**config.mk**
```make
export PLATFORM = sky130hd
export DESIGN_NAME = dmix_i2s_tx
export DESIGN_NICKNAME = d
export VERILOG_FILES = /design/src/rtl/dmix_pkg.sv /design/src/rtl/dmix_i2s_timing.sv /design/src/rtl/dmix_i2s_tx.sv
export SDC_FILE = /design/constraint.sdc
export NUM_CORES = 1
export LEC_CHECK = 0
export CORE_AREA = 2 2 110 101
export CTS_BUF_LIST = sky130_fd_sc_hd__clkbuf_8
export DETAILED_ROUTE_END_ITERATION = 6
export DIE_AREA = 0 0 112 103
export GPL_TIMING_DRIVEN = 0
export PLACE_DENSITY_LB_ADDON = 0.3
export SLEW_MARGIN = 10
export SYNTH_ARGS = -nofsm -noshare
export SYNTH_HDL_FRONTEND = slang
export SYNTH_SLANG_ARGS = --single-unit
```
**constraint.sdc**
```tcl
create_clock -name clk983040 -period 2.05 [get_ports clk983040]
set_clock_uncertainty 0.15 [all_clocks]
set_input_delay 0.3075 -clock clk983040 [delete_from_list [all_inputs] [get_ports clk983040]]
set_output_delay 0.3075 -clock clk983040 [all_outputs]
set_load 0.01 [all_outputs]
```
**src/rtl/dmix_pkg.sv**
```systemverilog
// -----------------------------------------------------------------------------
// dmix_pkg
//   Shared constants and helpers for the dmix output path.
//   - RATE_48K / RATE_96K / RATE_192K : rate select encodings (3 is reserved)
//   - FRAME_BITS / SLOT_BITS          : I2S frame geometry (two 32-bit slots)
//   - clk_per_bit(rate)               : system clocks per serial bit
//   - rate_map(rate)                  : folds the reserved code onto 48k
//   - i2s_timing_t                    : bit-timing view shared by the timing
//                                       generator and the transmitter
// -----------------------------------------------------------------------------
package dmix_pkg;

   localparam logic [1:0] RATE_48K  = 2'd0;
   localparam logic [1:0] RATE_96K  = 2'd1;
   localparam logic [1:0] RATE_192K = 2'd2;

   localparam int FRAME_BITS = 64;
   localparam int SLOT_BITS  = 32;

   // Bit-timing view published by dmix_i2s_timing.
   //   b      : bit index within the frame (0..63); b[5] selects the channel
   //   load   : last clock of the frame, the frame-reload strobe
   //   bck_hi : second half of the current bit (BCK high phase)
   typedef struct packed {
      logic [5:0] b;
      logic       load;
      logic       bck_hi;
   } i2s_timing_t;

   function automatic logic [1:0] rate_map(input logic [1:0] rate);
      rate_map = (rate == RATE_96K || rate == RATE_192K) ? rate : RATE_48K;
   endfunction

   function automatic logic [5:0] clk_per_bit(input logic [1:0] rate);
      case (rate)
         RATE_96K:  clk_per_bit = 6'd16;
         RATE_192K: clk_per_bit = 6'd8;
         default:   clk_per_bit = 6'd32;
      endcase
   endfunction

endpackage

```
**src/rtl/dmix_i2s_timing.sv**
```systemverilog
// -----------------------------------------------------------------------------
// dmix_i2s_timing
//   Bit/frame timing for the dmix I2S transmitter. Divides clk983040 down to
//   the serial bit rate with a clock-within-bit counter d (0..N-1) and a bit
//   counter b (0..63). The rate is latched once per frame so a frame never
//   changes speed part-way through.
//
// Ports
//   clk983040 in  98.304 MHz system clock
//   rst_n     in  synchronous active-low reset
//   rate      in  requested rate code (applied at the next frame boundary)
//   tstate    out bit index, frame-reload strobe and BCK phase
// -----------------------------------------------------------------------------
module dmix_i2s_timing
   import dmix_pkg::*;
(
   input  logic        clk983040,
   input  logic        rst_n,
   input  logic [1:0]  rate,
   output i2s_timing_t tstate
);

   logic [4:0] d_q;
   logic [5:0] b_q;
   logic [1:0] rate_q;
   logic [5:0] n_bit;
   logic       bit_end;
   logic       load;

   assign n_bit   = clk_per_bit(rate_q);
   assign bit_end = ({1'b0, d_q} == (n_bit - 6'd1));
   assign load    = bit_end && (b_q == 6'(FRAME_BITS - 1));

   // While reset is held the rate keeps tracking the input, so the first
   // frame after release already runs at the requested speed.
   always_ff @(posedge clk983040) begin
      if (!rst_n) begin
         d_q    <= '0;
         b_q    <= '0;
         rate_q <= rate_map(rate);
      end else begin
         if (bit_end) begin
            d_q <= '0;
            b_q <= b_q + 6'd1;   // 63 wraps to 0 naturally
         end else begin
            d_q <= d_q + 5'd1;
         end
         if (load) begin
            rate_q <= rate_map(rate);
         end
      end
   end

   always_comb begin
      tstate        = '0;
      tstate.b      = b_q;
      tstate.load   = load;
      // BCK falls at the start of each bit and rises half-way through it.
      tstate.bck_hi = ({1'b0, d_q} >= {1'b0, n_bit[5:1]});
   end

endmodule

```
**src/rtl/dmix_i2s_tx.sv**
```systemverilog
// -----------------------------------------------------------------------------
// dmix_i2s_tx
//   I2S transmitter for the dmix output path. Stereo sample pairs arrive over
//   a valid/ready handshake into a one-deep holding register and are
//   serialised MSB-first as 64-bit I2S frames (two 32-bit slots, one-BCK
//   data delay) at 48/96/192 kHz, all derived from clk983040.
//
// Ports
//   clk983040  in  98.304 MHz system clock
//   rst_n      in  synchronous active-low reset
//   rate_i     in  rate select: 0=48k, 1=96k, 2=192k, 3=treated as 48k
//   in_l_i     in  left sample  (SAMPLE_W bits, MSB-first on the wire)
//   in_r_i     in  right sample (SAMPLE_W bits)
//   in_valid_i in  sample pair valid
//   in_ready_o out holding register empty
//   bck_o      out I2S bit clock
//   lrck_o     out word select (0 = left, 1 = right)
//   sd_o       out serial data
//   frame_o    out one-cycle pulse after each frame reload
//   underrun_o out one-cycle pulse after a reload that found no sample
// -----------------------------------------------------------------------------
module dmix_i2s_tx
   import dmix_pkg::*;
#(
   parameter int SAMPLE_W = 24
)
(
   input  logic                clk983040,
   input  logic                rst_n,
   input  logic [1:0]          rate_i,
   input  logic [SAMPLE_W-1:0] in_l_i,
   input  logic [SAMPLE_W-1:0] in_r_i,
   input  logic                in_valid_i,
   output logic                in_ready_o,
   output logic                bck_o,
   output logic                lrck_o,
   output logic                sd_o,
   output logic                frame_o,
   output logic                underrun_o
);

   // Left-justify a sample inside its 32-bit slot with the MSB at slot
   // position 1; position 0 and the tail stay zero.
   localparam int SLOT_SHIFT = SLOT_BITS - 1 - SAMPLE_W;

   i2s_timing_t         tstate;

   logic                hold_full;
   logic [SAMPLE_W-1:0] hold_l;
   logic [SAMPLE_W-1:0] hold_r;
   logic [SAMPLE_W-1:0] sh_l;
   logic [SAMPLE_W-1:0] sh_r;

   logic                xfer;
   logic                starved;
   logic [4:0]          slot_pos;
   logic [31:0]         slot_l;
   logic [31:0]         slot_r;
   logic                sd_next;

   dmix_i2s_timing u_timing (
      .clk983040 (clk983040),
      .rst_n     (rst_n),
      .rate      (rate_i),
      .tstate    (tstate)
   );

   // Handshake: a pair transfers on any rising edge where in_valid_i and
   // in_ready_o are both high. in_ready_o depends only on the holding
   // register, never on in_valid_i, so a producer may hold valid high
   // indefinitely; data must stay stable while valid is high and ready low.
   assign in_ready_o = !hold_full;

   always_comb begin
      xfer     = in_valid_i && in_ready_o;
      // Reload with nothing held and nothing arriving on this very edge.
      starved  = tstate.load && !hold_full && !xfer;
      slot_pos = tstate.b[4:0];
      slot_l   = 32'(sh_l) << SLOT_SHIFT;
      slot_r   = 32'(sh_r) << SLOT_SHIFT;
      // Slot position p maps to slot-word bit 31-p, which is ~p for 5 bits.
      sd_next  = tstate.b[5] ? slot_r[~slot_pos] : slot_l[~slot_pos];
   end

   // Holding register and shift words.
   always_ff @(posedge clk983040) begin
      if (!rst_n) begin
         hold_full <= 1'b0;
         hold_l    <= '0;
         hold_r    <= '0;
         sh_l      <= '0;
         sh_r      <= '0;
      end else if (tstate.load) begin
         if (hold_full) begin
            sh_l      <= hold_l;
            sh_r      <= hold_r;
            hold_full <= 1'b0;
         end else if (xfer) begin
            // Pair arriving on the reload edge goes straight to the shifter.
            sh_l <= in_l_i;
            sh_r <= in_r_i;
         end else begin
            sh_l <= '0;
            sh_r <= '0;
         end
      end else if (xfer) begin
         hold_l    <= in_l_i;
         hold_r    <= in_r_i;
         hold_full <= 1'b1;
      end
   end

   // Pins are registered copies of the previous cycle's timing state.
   always_ff @(posedge clk983040) begin
      if (!rst_n) begin
         bck_o      <= 1'b0;
         lrck_o     <= 1'b0;
         sd_o       <= 1'b0;
         frame_o    <= 1'b0;
         underrun_o <= 1'b0;
      end else begin
         bck_o      <= tstate.bck_hi;
         lrck_o     <= tstate.b[5];
         sd_o       <= sd_next;
         frame_o    <= tstate.load;
         underrun_o <= starved;
      end
   end

endmodule
```
==> results.yml <==
clocking:
  clkTransAtPathRegs_ps: 60
  htree_levels: 4
  clock-sinks: 115
  clkLatencyLatePin_ps: 420
  cts_hold_buf: 0
  cts_root_buf: "clkbuf_8"
  cts-buffers-inserted: 17
  cts_buffer_depth: 2
  cts_tree: "done"
detailed_routing:
  ant_nets: 0
  num_vias: 4915
  highest_layer: "met4"
  met2_length_um: 6880
  first_pass_iters: 5
  dr_wl_met3_um: 1010
  met1_length_um: 6370
  wl_per_cell_um: 16.9
  drtIter0Drc: 396
  viasPerCell: 5.76
  drc: 0
  routed_wl_um: 14400
synth:
  yosys.area.top_type: "dfxtp_1"
  ys_seq_area_share_pct: 42.9
  avgSynthCellArea_um2: 8.70
  syn_inst: 622
  syn_area_um2: 5410
  synth-seq-cells: 115
  synth.distinct_cells: 39
  synth_warnings: 0
  yosysTopAreaCellShare_pct: 41.8
  synth_nets: 683
  synth_area_leaders: "dfxtp_1 (42%), nand2_1 (10%), o211a_1 (8.9%)"
global_route:
  antenna_found_initial: 0
  grt_pass1_wl_um: 22700
  grt_pass1_vias: 4756
  grtUsageTotal_pct: 24.7
  overflow: 0
  grt_max_degree: 20
floorplanning:
  chipHeight_um: 103
  die_area_um2: 11500
  coreArea_um2: 10500
  fp.dieW_um: 112
  boundaryPins: 59
  num_rows: 36
  start_util_pct: 51.4
setup_path:
  regToRegStartpoint: "u_timing.rate_q[0]$_SDFFCE_PN0P_"
  crit_family: "simple AND/OR/NAND/NOR gates"
  worstSetupPathType: "register to register"
  worst-endpoint-required_ps: 2030
  cp_slowest_cell: "edfxtp_1"
  cp-start-kind: "register"
  worstPathCellList: "inv_2 -> ha_4 -> xor2_4 -> nor4b_4 -> buf_4 -> and3_4 -> buf_8 -> buf_8 -> nand2b_4"
  crit_top_cell: "buf_8"
  crit_path_max_incr_delay_ps: 400
  r2r_end: "u_timing.rate_q[0]$_SDFFCE_PN0P_"
  rrSetupSlack_ps: -380
  worst-path-buf-inv: 4
  critPathArrivalTime_ps: 2410
  crit_fanout: 5
  reg2reg_depth: 9
  endpoint_kind: "register"
sta:
  clock.fmax_mhz: 412
  slew_violations: 0
  worstMarginPinSlew_ps: 718
  finalHoldViolCount: 0
  tns_ps: -30720
  timing.final.crit_period_ps: 2430
  fin_crit_sh_pct: 119
  maxSlewHeadroom_pct: 52.1
  finalHoldWorstSlack_ps: 300
  setup_ws_ps: -380
  rsz0062_at_grt: "true"
  report.final.setup_viol: 109
status:
  failed_checks: "negative setup slack"
  status: "finished with violations"
hold_path:
  hold_end: "hold_l[13]$_SDFFE_PN0P_"
  hp-class: "register to register"
  holdPathStages: 2
  min_from: "hold_l[13]$_SDFFE_PN0P_"
place:
  post-dp-hpwl_um: 9630
  routabilityCongestion: 0.888
  portBuffers: 57
  dp_cells: 812
power_and_ir_drop:
  power_leakage_nw: 3.12
  powerDensity_nw_per_um2: 696
  vdd_ir_drop_max_v: 0.000656
final_layout:
  layout.nets: 771
  fill_cells: 855
  area_growth_pct: 26.9
  stdcell_count: 854
  layout-drive-gt1-share_pct: 13.5
  antenna_cells: 0
job:
  drv_cap: 0
[placed cells by master (no fill, tap or decap), types with 12 or more instances in the layout]
master / Yosys / final
nand2_1: 150 / 150
o21ai_1: 2 / 48
clkdlybuf4s50_1: 0 / 56
nand3_1: 51 / 48
clkbuf_1: 39 / 29
buf_4: 5 / 17
clkbuf_8: 0 / 21
inv_1: 9 / 12
o211ai_1: 48 / 48
dfxtp_1: 113 / 112
o211a_1: 48 / 48
[stage by stage]
step	power (mW)	instance area, um^2	setup WS [ps]	util (%)
2_1_floorplan	2.64	5440	-187	-
3_3_place_gp	2.84	6170	-664	58.6
3_5_place_dp	2.86	6170	-697	58.6
4_1_cts	4.75	6740	-340	64.0
5_1_grt	4.95	6870	-434	65.2
6_report	4.78	6870	-380	65.2
[registers in the layout (all words and copies together), names as in the netlist]
name,count
hold_l,24
hold_r,24
sh_l,24
sh_r,24
u_timing.b_q,6
u_timing.d_q,5
u_timing.rate_q,2
bck_o,1
frame_o,1
hold_full,1
lrck_o,1
sd_o,1
underrun_o,1
[worst min-delay path: stages, from the launching register on]
cell and delay [ps]:
dfxtp_1 310, nand2_1 50, o21ai_1 50
[power breakdown]
group	total, mW	internal (mW)	switching (mW)
Sequential	2.36	2.31	0.0452
Clock	1.88	1.01	0.871
Combinational	0.544	0.254	0.291
[worst max-delay path by stage]
stage,startpoint,end,slack [ps],cells past startpoint
CTS,u_timing.rate_q[1]$_SDFFCE_PN0P_,u_timing.rate_q[0]$_SDFFCE_PN0P_,-340,8
finish,u_timing.rate_q[0]$_SDFFCE_PN0P_,u_timing.rate_q[0]$_SDFFCE_PN0P_,-380,9
detailed placement,u_timing.rate_q[1]$_SDFFCE_PN0P_,hold_r[22]$_SDFFE_PN0P_,-700,8
global route,u_timing.rate_q[0]$_SDFFCE_PN0P_,sh_r[1]$_SDFFE_PN0P_,-430,10
floorplan,u_timing.rate_q[0]$_SDFFCE_PN0P_,u_timing.rate_q[0]$_SDFFCE_PN0P_,-190,8
global placement,u_timing.rate_q[1]$_SDFFCE_PN0P_,hold_r[10]$_SDFFE_PN0P_,-660,8
[cell families (layout without fill, tap and decap cells)]
group	count (synthesis)	after routing	synth area share, %
xor gates and xnor gates	10	10	1.62
AOI/OAI and AO/OA	158	158	22.0
and+or+nand+nor	243	243	19.9
adders and majority gates	8	8	1.85
buffers and inverters	71	170	7.00
DFF	115	115	42.9
muxes	17	17	4.74
[synth_stat cells]
library cell	instances
o21ai_0	47
buf_6	9
nor3_1	4
xnor2_1	4
buf_4	5
mux4_2	6
buf_2	3
buf_8	2
mux2_2	9
buf_1	4
o22ai_1	4
a21o_1	1
a221oi_1	2
clkbuf_1	39
nand3_1	51
nand4_1	1
a21oi_1	1
xor2_1	6
ha_1	8
inv_1	9
and3_1	4
edfxtp_1	2
nor2b_1	7
nor2_1	9
o211ai_1	48
and2_1	8
a311oi_1	1
o22a_1	1
mux2i_1	2
o21ai_1	2
nand2_1	150
a311oi_2	1
o311ai_0	2
nor4b_4	1
o211a_1	48
dfxtp_1	113
nand2b_1	4
nand3b_1	3
nor4b_1	1
[routing by layer]
layer  vias up  track usage (%)
met5         -                0
li1       2375                -
met4         0             7.97
met2       177             41.4
met1      2347             32.3
met3        16             5.41
[cell type report]
class / instances / area (um^2) / share of cell area (%)
Multi-Input combinational cell: 436 / 2800 / 40.7
Sequential cell: 115 / 2330 / 33.9
Timing Repair Buffer: 72 / 766 / 11.1
Buffer: 59 / 437 / 6.36
Clock buffer: 20 / 275 / 4.01
Tap cell: 133 / 166 / 2.42
Clock inverter: 10 / 70.1 / 1.02
Inverter: 9 / 33.8 / 0.492
[repair_timing]
item | in CTS | in global routing
setup buffers | 8 | 3
endpoints found under the hold margin | 0 | 0
resized for setup | 56 | 40
cloned | 2 | 3
setup endpoints to repair | 111 | 112
pin swaps | 5 | 4
Power figures use the tool's default switching activity.
